===== src/rtl/lfsr_rand_server.sv =====
// Shared 8-bit maximal-length LFSR that serves one fresh random byte per grant
// to two requesters, with seeding, warm-up stepping and round-robin arbitration.
module lfsr_rand_server #(
  parameter int STEPS  = 8,
  parameter int WARMUP = 16
) (
  input  logic       clk,
  input  logic       rst,
  input  logic       seed_valid,
  input  logic [7:0] seed,
  input  logic [1:0] req,
  output logic [1:0] gnt,
  output logic [7:0] rdata,
  output logic       rvalid,
  output logic       busy
);

  typedef enum logic [1:0] {IDLE, WARM, GEN, DELIVER} state_t;

  localparam logic [7:0] STEPS_M1  = 8'(STEPS - 1);
  localparam logic [7:0] WARMUP_M1 = 8'(WARMUP - 1);

  state_t     state, state_nx;
  logic [7:0] lfsr, lfsr_nx;
  logic [7:0] cnt, cnt_nx;
  logic       rr_ptr, rr_nx;
  logic       winner, winner_nx;

  logic [1:0] gnt_nx;
  logic [7:0] rdata_nx;
  logic       rvalid_nx;
  logic       busy_nx;

  // x^8+x^6+x^5+x^4+1, right-shifting Fibonacci form
  function automatic logic [7:0] lfsr_step(input logic [7:0] v);
    return {v[0] ^ v[2] ^ v[3] ^ v[4], v[7:1]};
  endfunction

  // state and datapath registers
  always_ff @(posedge clk) begin
    if (rst) begin
      state  <= IDLE;
      lfsr   <= 8'h01;
      cnt    <= '0;
      rr_ptr <= 1'b0;
      winner <= 1'b0;
    end else begin
      state  <= state_nx;
      lfsr   <= lfsr_nx;
      cnt    <= cnt_nx;
      rr_ptr <= rr_nx;
      winner <= winner_nx;
    end
  end

  // next-state and datapath update
  always_comb begin
    state_nx  = state;
    lfsr_nx   = lfsr;
    cnt_nx    = cnt;
    rr_nx     = rr_ptr;
    winner_nx = winner;
    unique case (state)
      IDLE: begin
        if (seed_valid) begin
          lfsr_nx = (seed == 8'h00) ? 8'h01 : seed;
          if (WARMUP > 0) begin
            cnt_nx   = WARMUP_M1;
            state_nx = WARM;
          end
        end else if (req != 2'b00) begin
          winner_nx = (req == 2'b11) ? rr_ptr : req[1];
          cnt_nx    = STEPS_M1;
          state_nx  = GEN;
        end
      end
      WARM: begin
        lfsr_nx = lfsr_step(lfsr);
        if (cnt == '0) state_nx = IDLE;
        else           cnt_nx   = cnt - 8'd1;
      end
      GEN: begin
        lfsr_nx = lfsr_step(lfsr);
        if (cnt == '0) state_nx = DELIVER;
        else           cnt_nx   = cnt - 8'd1;
      end
      DELIVER: begin
        rr_nx    = ~winner;
        state_nx = IDLE;
      end
      default: state_nx = IDLE;
    endcase
    // an all-zero register would never leave zero; recover instead of stepping
    if (lfsr == 8'h00) lfsr_nx = 8'h01;
  end

  // outputs are computed from the upcoming state so they register in step with it
  always_comb begin
    gnt_nx    = 2'b00;
    rvalid_nx = 1'b0;
    rdata_nx  = rdata;
    busy_nx   = (state_nx != IDLE);
    if (state_nx == DELIVER) begin
      gnt_nx[winner_nx] = 1'b1;
      rvalid_nx         = 1'b1;
      rdata_nx          = lfsr_nx;
    end
  end

  always_ff @(posedge clk) begin
    if (rst) begin
      gnt    <= 2'b00;
      rvalid <= 1'b0;
      rdata  <= 8'h00;
      busy   <= 1'b0;
    end else begin
      gnt    <= gnt_nx;
      rvalid <= rvalid_nx;
      rdata  <= rdata_nx;
      busy   <= busy_nx;
    end
  end

endmodule


===== config.mk =====
export PLATFORM = sky130hd
export DESIGN_NAME = lfsr_rand_server
export DESIGN_NICKNAME = d
export VERILOG_FILES = /design/src/rtl/lfsr_rand_server.sv
export SDC_FILE = /design/constraint.sdc
export NUM_CORES = 1
export LEC_CHECK = 0
export ABC_AREA = 1
export CORE_MARGIN = 2
export CORE_UTILIZATION = 25
export DETAILED_ROUTE_END_ITERATION = 8
export DONT_BUFFER_PORTS = 1
export PLACE_DENSITY_LB_ADDON = 0.12
export REMOVE_ABC_BUFFERS = 1
export SETUP_SLACK_MARGIN = 0.1
export SYNTH_ARGS = -nofsm -noshare
export SYNTH_HDL_FRONTEND = slang
export SYNTH_SLANG_ARGS = --single-unit

===== constraint.sdc =====
create_clock -name clk -period 1.65 [get_ports clk]
set_input_delay 0.33 -clock clk [delete_from_list [all_inputs] [get_ports clk]]
set_output_delay 0.33 -clock clk [all_outputs]
set_load 0.01 [all_outputs]

==> results of run 1 <==
## area by class of cell
cell class	instances	share of cell area, %
clock buffers	5	2.98
repair buffers	26	10.6
well taps	96	5.21
clock inverters	3	1.84
inverters	30	4.99
flip-flops and latches	32	28.0
multi-input cells	173	46.4
## synthesized netlist by cell type (3+ instances only)
master,count
nand2_2,5
a21oi_2,8
nor2_2,3
nor2_1,34
ha_1,8
nand3_1,12
o21ai_0,14
nor3_1,5
xor2_1,4
nand2_1,47
dfxtp_1,32
nor2_4,3
xnor2_1,5
a21oi_1,8
a31oi_1,3
inv_1,29
o22ai_1,4
nand3_2,3
## per-layer routing
layer  GRT usage (%)  routed length (um)
met1            16.5                2300
met2            22.3                2200
met3            4.24                 168
met4            3.36                  33
met5               0                   0
## sequential cells by signal (all words and copies together), names as in the netlist
signal	count
busy	1
cnt	8
gnt	2
lfsr	8
rdata	8
rr_ptr	1
rvalid	1
state	2
winner	1
## critical path, stage by stage, from the launching register on
cell	delay, ns
dfxtp_2	0.34
inv_2	0.05
buf_4	0.13
ha_1	0.19
o21bai_2	0.21
nand2_4	0.14
buf_4	0.13
a21oi_2	0.05
or2_4	0.22
## metrics by stage
stage                     TNS [ns]  cells
after global placement    -0.00908    351
after global routing       -0.0116    365
after detailed placement   -0.0262    351
after CTS                        0    362
after floorplan             -0.357    234
final                            0    365
## cell families (layout without fill, tap and decap cells)
kind of cell	Yosys count	after routing
DFF	32	32
and+or+nand+nor	115	116
buffers and inverters	35	64
adders and majority gates	8	8
xor gates and xnor gates	9	9
AOI/OAI and AO/OA	40	40
## power groups by stage
stage	Clock (uW)	Combinational (uW)	Sequential (uW)
after global placement	0	737	968
after CTS	799	823	951
after floorplan	0	486	955
after global routing	832	986	966
final	766	870	953
after detailed placement	0	734	967
## path summary, 6_finish.rpt
| path | to | slack (ns) | cells after the start |
|---|---|---|---|
| worst max-delay path | busy | 0.09 | 8 |
| worst min-delay path | state[0] | 0.10 | 1 |
| worst max register to register | busy | 0.09 | 8 |
| worst min register to register | cnt[0] | 0.45 | 1 |
## repair_timing
item                       in CTS  in global routing
resized for setup              21                 23
cloned                          1                  1
hold buffers                    0                  0
setup buffers                   2                  2
pin swaps                       5                 10
setup endpoints to repair      20                 24
==> flow_summary_export.csv, run 1 <==
group,metric,value,unit
placement,preCtsSetupSlack,-0.0262,ns
floorplan,ios,25,
layout,design_area,0.00231,sq mm
power,p_switching,885,uW
power,p_int,1700,uW
clock_network,clk_latency,0.28,ns
synthesis,synth_mux_area_share,0,%
routing,drt_iter0_markers,44,
routing,first_pass_iters,4,
power,comb_power_share,33.6,%
floorplan,die_x,87.8,um
synthesis,seq_area_frac_synth,36.5,%
clock_network,cts_tree,"done",
synthesis,ys.flop_type,"dfxtp_1",
sta,slew_headroom,63.8,%
synthesis,async_flop_share,0,%
setup_path,cp-start-kind,"flip-flop",
floorplan,rows,30,
placement,dpl_cell_area,0.00201,sq mm
sta,rsz0062_at_grt,"true",
power,leakage,0.000989,uW
placement,hpwl,3290,um
grt,antenna_found_initial,0,
layout,seq_area,646,sq um
sta,hold_ws,0.102,ns
sta,tightestPinTransition,0.542,ns
layout,n_fill_cell,746,
routing,wl,4700,um
clock_network,root_buffer,"clkbuf_8",
grt,grt_pass1_vias,1608,
clock_network,clock_path_buffers,2,
layout,mostFrequentLayoutCells,"nand2_1, nor2_1, dfxtp_1, inv_1, buf_4",
clock_network,htreeDepth,2,
layout,nNetsFinal,289,
setup_path,crit_start,"state[0]",
synthesis,synth_area_leaders,"dfxtp_1, nand2_1, nor2_1, inv_1, ha_1",
clock_network,cts_sinks,32,
synthesis,synth_xor_area_share,4.49,%
synthesis,synth_compound_area_share,14.1,%
setup_path,setup.worst_path.class,"reg2reg",
power,switching_share,34.2,%
floorplan,core,0.00679,sq mm
placement,numPortBuffers,0,
clock_network,numCtsBuffers,5,
job,cap_violations,0,
sta,slew_violations,0,
sta,fin_crit,1.56,ns
synthesis,syn_area_per_cell,7.34,sq um
layout,drive_above_1_share,31.6,%
power,finalPower,2590,uW
routing,drt-vias-per-instance,4.24,
setup_path,worstPathArrival,1.74,ns
run_status,status,"finished, final reports clean",
hold_path,hp-class,"in2reg",
floorplan,die-area,0.00770,sq mm
sta,fmax,641,MHz
power,clkPwrFrac,29.6,%
routing,drc,0,
layout,multi_input_area,0.00107,sq mm
sta,finalCritPeriodShare,94.5,%
grt,grt_max_degree,17,
placement,gp_congestion,0.763,
layout,layout_commonest_cell,"nand2_1",
clock_network,path_clk_slew,0.07,ns
routing,routedWlPerCell,12.9,um
setup_path,r2r-start,"state[0]",
synthesis,synth.top_cell.area_share,36.5,%
layout,final_util,34.0,%
synthesis,ys_ff_latch,32,
synthesis,synth_cells,239,
sta,finalHoldViolations,0,
synthesis,synthAdderAreaFrac,5.71,%
synthesis,synth_edf_count,0,
floorplan,dieHeight,87.8,um
layout,n_antenna_cell,0,
grt,grt_pass1_wl,7750,um
power,powerDensity,1120,mW/mm^2
hold_path,hp-start,"rst",
synthesis,syn_area,0.00175,sq mm
synthesis,yosysTopAreaCell,"dfxtp_1",
setup_path,path_max_fanout,3,
power,seqPwrFrac,36.8,%
setup_path,cp-end-kind,"flip-flop",
layout,syn_to_final_growth,31.5,%
floorplan,start_util,25.8,%
synthesis,synth_cell_type_count,30,
routing,via_count,1546,
grt,overflow,0,
setup_path,critPathRequiredTime,1.83,ns
sta,finClkSkew,0.00518,ns
synthesis,synth_top_family_by_area,"simple AND/OR/NAND/NOR gates",
power,max-vdd-ir-drop,0.442,mV
grt,grt_usage,13.3,%
sta,setup_ws,0.0904,ns
synthesis,ys_warn_count,0,
routing,ant_nets,0,
sta,setup_viol,0,
synthesis,synth-simple-area-share,30.0,%
(Power assumes the default switching activity.)
==> run 2, diff against run 1 <==
Settings changed: PLACE_DENSITY_LB_ADDON 0.12 to 0.1.
==> flow_summary_export.csv, run 2 (synthesis gave the netlist of run 1 again) <==
group,metric,value,unit
layout,n_fill_cell,738,
setup_path,cp-end-kind,"flip-flop",
placement,numPortBuffers,0,
sta,fin_crit,1.54,ns
routing,drt_iter0_markers,29,
clock_network,numCtsBuffers,5,
sta,tightestPinTransition,0.484,ns
placement,hpwl,3270,um
clock_network,clk_latency,0.29,ns
sta,hold_ws,0.0923,ns
power,leakage,0.00100,uW
routing,ant_nets,0,
clock_network,cts_sinks,32,
layout,final_util,34.8,%
job,cap_violations,0,
floorplan,start_util,25.8,%
setup_path,critPathTopFamily,"simple AND/OR/NAND/NOR gates",
layout,multi_input_area,0.00109,sq mm
routing,routedWlPerCell,12.3,um
routing,drt-vias-per-instance,4.18,
routing,first_pass_iters,4,
sta,finalHoldViolations,0,
power,powerDensity,1070,mW/mm^2
floorplan,dieHeight,87.8,um
floorplan,rows,30,
clock_network,cts_tree,"done",
setup_path,path_max_fanout,7,
routing,drc,0,
setup_path,worstPathArrival,1.77,ns
sta,slew_headroom,67.7,%
hold_path,hp-class,"in2reg",
power,max-vdd-ir-drop,0.355,mV
sta,finalCritPeriodShare,93.4,%
sta,tns,0,ns
sta,setup_viol,0,
clock_network,root_buffer,"clkbuf_8",
floorplan,ios,25,
floorplan,core,0.00679,sq mm
grt,grt_usage,13.0,%
layout,n_antenna_cell,0,
setup_path,max_stage_delay,0.34,ns
layout,mostFrequentLayoutCells,"nand2_1, nor2_1, buf_4, dfxtp_1, inv_1",
layout,layout_commonest_cell,"nand2_1",
run_status,status,"finished, final reports clean",
routing,via_count,1550,
setup_path,setup.worst_path.class,"reg2reg",
power,finalPower,2540,uW
layout,nNetsFinal,295,
placement,gp_congestion,0.795,
sta,finClkSkew,0.00474,ns
clock_network,clock_path_buffers,2,
layout,drive_above_1_share,34.2,%
setup_path,cp-start-kind,"flip-flop",
sta,rsz0062_at_grt,"true",
layout,top_regs,"cnt: 8 flops, lfsr: 8 flops, rdata: 8 flops",
grt,grt_max_degree,16,
clock_network,path_clk_slew,0.07,ns
floorplan,die-area,0.00770,sq mm
setup_path,worst_path_max_delay_cell,"dfxtp_2",
grt,antenna_found_initial,0,
floorplan,die_x,87.8,um
grt,grt_pass1_vias,1457,
layout,seq_area,649,sq um
layout,syn_to_final_growth,34.9,%
setup_path,cp_cell_sequence,"inv_2 -> ha_4 -> nand2_2 -> inv_4 -> a31oi_4 -> buf_6 -> nand2_8 -> buf_12 -> nand3_1 -> nand2_1 -> nor2_1",
setup_path,critPathRequiredTime,1.88,ns
sta,slew_violations,0,
sta,fmax,649,MHz
clock_network,htreeDepth,2,
setup_path,critPathBufInv,4,
grt,overflow,0,
routing,wl,4580,um
clock_network,cts-hold-fix-buffers,0,
grt,grt_pass1_wl,7470,um
-- run 2: cell types whose count changed in the layout (fill, tap and decap cells not counted), sizes merged --
cell,previous run,this run
buf,26,33
bufinv,1,0
clkbuf,5,8
clkinv,1,0
clkinvlp,1,0
nand2,54,53
-- run 2: worst reg2reg max path, delay by kind of cell, from the launching register on --
kind	cells	cell delay, ns
AOI/OAI and AO/OA	1	0.16
adders and majority gates	1	0.18
and+or+nand+nor	5	0.42
buffers and inverters	4	0.39
DFF	1	0.34
-- run 2: metal layers --
layer | part of all wire [%] | GRT usage, % | up-vias
met2 | 47 | 20.6 | 20
met1 | 48 | 16.5 | 695
met5 | 0 | 0 | -
met3 | 3.5 | 3.58 | 7
met4 | 1.8 | 5.45 | 0
li1 | - | - | 828
-- run 2: worst paths after layout --
| path | start | end | slack (ns) | depth (start not counted) |
|---|---|---|---|---|
| worst max-delay path | state[1] | rdata[4] | 0.11 | 11 |
| worst min-delay path | rst | cnt[3] | 0.09 | 1 |
| worst max register to register | state[1] | rdata[4] | 0.11 | 11 |
| worst min register to register | winner | rr_ptr | 0.44 | 1 |
-- run 2: power by group --
group	switching, uW	total, uW	internal (uW)
Combinational	498	944	446
Clock	305	645	340
Sequential	85.0	953	868
-- run 2: through the flow --
step,instance area [sq um],setup WS (ns),std cells
finish,2370,0.109,371
global route,2370,-0.0293,371
CTS,2140,0.0975,359
detailed placement,2000,-0.00497,350
global placement,2000,0.00278,350
floorplan,1710,-0.194,234
-- run 2: what timing repair did --
item,CTS,global route
endpoints found under the hold margin,0,0
setup buffers,0,12
pin swaps,5,15
cloned,1,0
endpoints found under the setup margin,16,20
resized for setup,13,40
-- run 2: layout make-up --
type | count | area share (%)
clock buffers | 8 | 3.81
well taps | 96 | 5.08
repair buffers | 33 | 12.7
multi-input cells | 172 | 45.9
flip-flops and latches | 32 | 27.4
inverters | 30 | 5.08
==> run 3, diff against run 2 <==
Settings changed: PLACE_DENSITY_LB_ADDON 0.1 to default.
==> flow_summary_export.csv, run 3 (synthesis gave the netlist of run 1 again) <==
group,metric,value,unit
run_status,status,"finished, final reports clean",
layout,mostFrequentLayoutCells,"nand2_1, nor2_1, dfxtp_1, inv_1, buf_4",
hold_path,hp-class,"in2reg",
routing,wl,4410,um
grt,grt_pass1_wl,6530,um
floorplan,die-area,0.00770,sq mm
power,powerDensity,1120,mW/mm^2
layout,layout_commonest_cell,"nand2_1",
grt,overflow,0,
routing,routedWlPerCell,12.2,um
power,p_int,1700,uW
setup_path,cp-end-kind,"flip-flop",
job,cap_violations,0,
sta,finalCritPeriodShare,92.6,%
power,seqPwrFrac,36.9,%
clock_network,clk_latency,0.29,ns
clock_network,htreeDepth,2,
setup_path,rr_endpoint,"rdata[4]",
sta,slew_headroom,68.4,%
hold_path,min_to,"cnt[2]",
sta,fin_crit,1.53,ns
placement,dpl_cell_area,0.00192,sq mm
layout,drive_above_1_share,34.6,%
layout,nNetsFinal,286,
sta,rsz0062_at_grt,"true",
routing,drt-vias-per-instance,4.44,
power,comb_power_share,33.8,%
clock_network,root_buffer,"clkbuf_8",
grt,grt_usage,10.9,%
setup_path,setup.worst_path.class,"reg2reg",
clock_network,cts_sinks,32,
clock_network,clock_path_buffers,2,
setup_path,path_max_fanout,7,
layout,design_area,0.00231,sq mm
sta,finalHoldViolations,0,
layout,syn_to_final_growth,31.5,%
power,p_switching,893,uW
setup_path,r2r_cells,11,
routing,drt_iter0_markers,63,
sta,fmax,654,MHz
power,finalPower,2590,uW
routing,ant_nets,0,
clock_network,numCtsBuffers,5,
setup_path,r2r-start,"state[0]",
sta,setup_viol,0,
floorplan,die_x,87.8,um
sta,slew_violations,0,
setup_path,worstPathArrival,1.75,ns
power,clkPwrFrac,29.2,%
routing,via_count,1608,
routing,first_pass_iters,4,
floorplan,dieHeight,87.8,um
setup_path,critPathRequiredTime,1.88,ns
grt,grt_max_degree,17,
power,max-vdd-ir-drop,0.528,mV
sta,hold_ws,0.0968,ns
sta,tightestPinTransition,0.474,ns
layout,final_util,33.9,%
layout,n_fill_cell,714,
grt,grt_pass1_vias,1466,
placement,gp_congestion,0.845,
floorplan,start_util,25.8,%
clock_network,cts-hold-fix-buffers,0,
grt,antenna_found_initial,0,
layout,n_antenna_cell,0,
clock_network,cts_tree,"done",
floorplan,ios,25,
sta,finClkSkew,0.00633,ns
hold_path,holdPathStages,1,
setup_path,r2r_slack,0.12,ns
placement,hpwl,3000,um
floorplan,core,0.00679,sq mm
placement,numPortBuffers,0,
floorplan,rows,30,
power,switching_share,34.5,%
hold_path,hp-start,"rst",
setup_path,cp-start-kind,"flip-flop",
layout,top_regs,"cnt: 8 flops, lfsr: 8 flops, rdata: 8 flops",
clock_network,path_clk_slew,0.07,ns
routing,drc,0,
power,leakage,0.000991,uW
[run 3: repair_timing]
item	CTS	global route
endpoints found under the setup margin	20	20
cloned	0	1
buffers inserted	1	11
resized for setup	18	36
pin swaps	3	18
[run 3: layer usage]
metal	wire (um)	GRT usage [%]	vias up
li1	-	-	813
met1	2000	13.6	763
met2	2190	17.7	25
met3	187	3.39	7
met4	38	3.64	0
met5	0	0	-
[run 3: how the worst max path moves through the flow]
| stage | slack (ns) | endpoint | cells after the start | start |
|---|---|---|---|---|
| CTS | 0.07 | rdata[0] | 11 | cnt[1] |
| global placement | -0.03 | rdata[5] | 11 | state[1] |
| finish | 0.12 | rdata[4] | 11 | state[0] |
| detailed placement | -0.03 | rdata[3] | 11 | state[0] |
| floorplan | -0.19 | busy | 9 | state[0] |
| global route | -0.005 | rdata[0] | 11 | state[0] |
[run 3: critical path, stage by stage, from the launching register on]
cell and delay, ns:
dfxtp_2 0.32, inv_2 0.07, ha_4 0.19, inv_4 0.05, nor2_4 0.17, nor2_2 0.06
buf_6 0.14, o21ai_2 0.14, nand2_1 0.09, nand3_1 0.08, nand2_1 0.05, nor2_1 0.11
[run 3: layout make-up]
type	instances	area, sq um	share of cell area (%)
multi-input combinational	173	1120	48.5
clock inverter	2	35.0	1.52
sequential	32	649	28.2
inverter	30	118	5.10
clock buffer	6	72.6	3.15
tap	96	120	5.21
timing repair buffer	23	193	8.36
[run 3: stage by stage]
stage / cells / setup slack [ns] / setup TNS [ns]
global placement: 341 / -0.0316 / -0.0877
CTS: 350 / 0.0683 / 0
detailed placement: 341 / -0.0278 / -0.0734
finish: 362 / 0.122 / 0
floorplan: 234 / -0.194 / -0.357
global route: 362 / -0.00492 / -0.00492
[run 3: power groups by stage]
stage / clock (uW) / combinational [uW] / sequential (uW)
floorplan: 0 / 486 / 955
global placement: 0 / 655 / 962
detailed placement: 0 / 661 / 963
CTS: 765 / 705 / 948
global route: 803 / 965 / 970
finish: 757 / 877 / 958
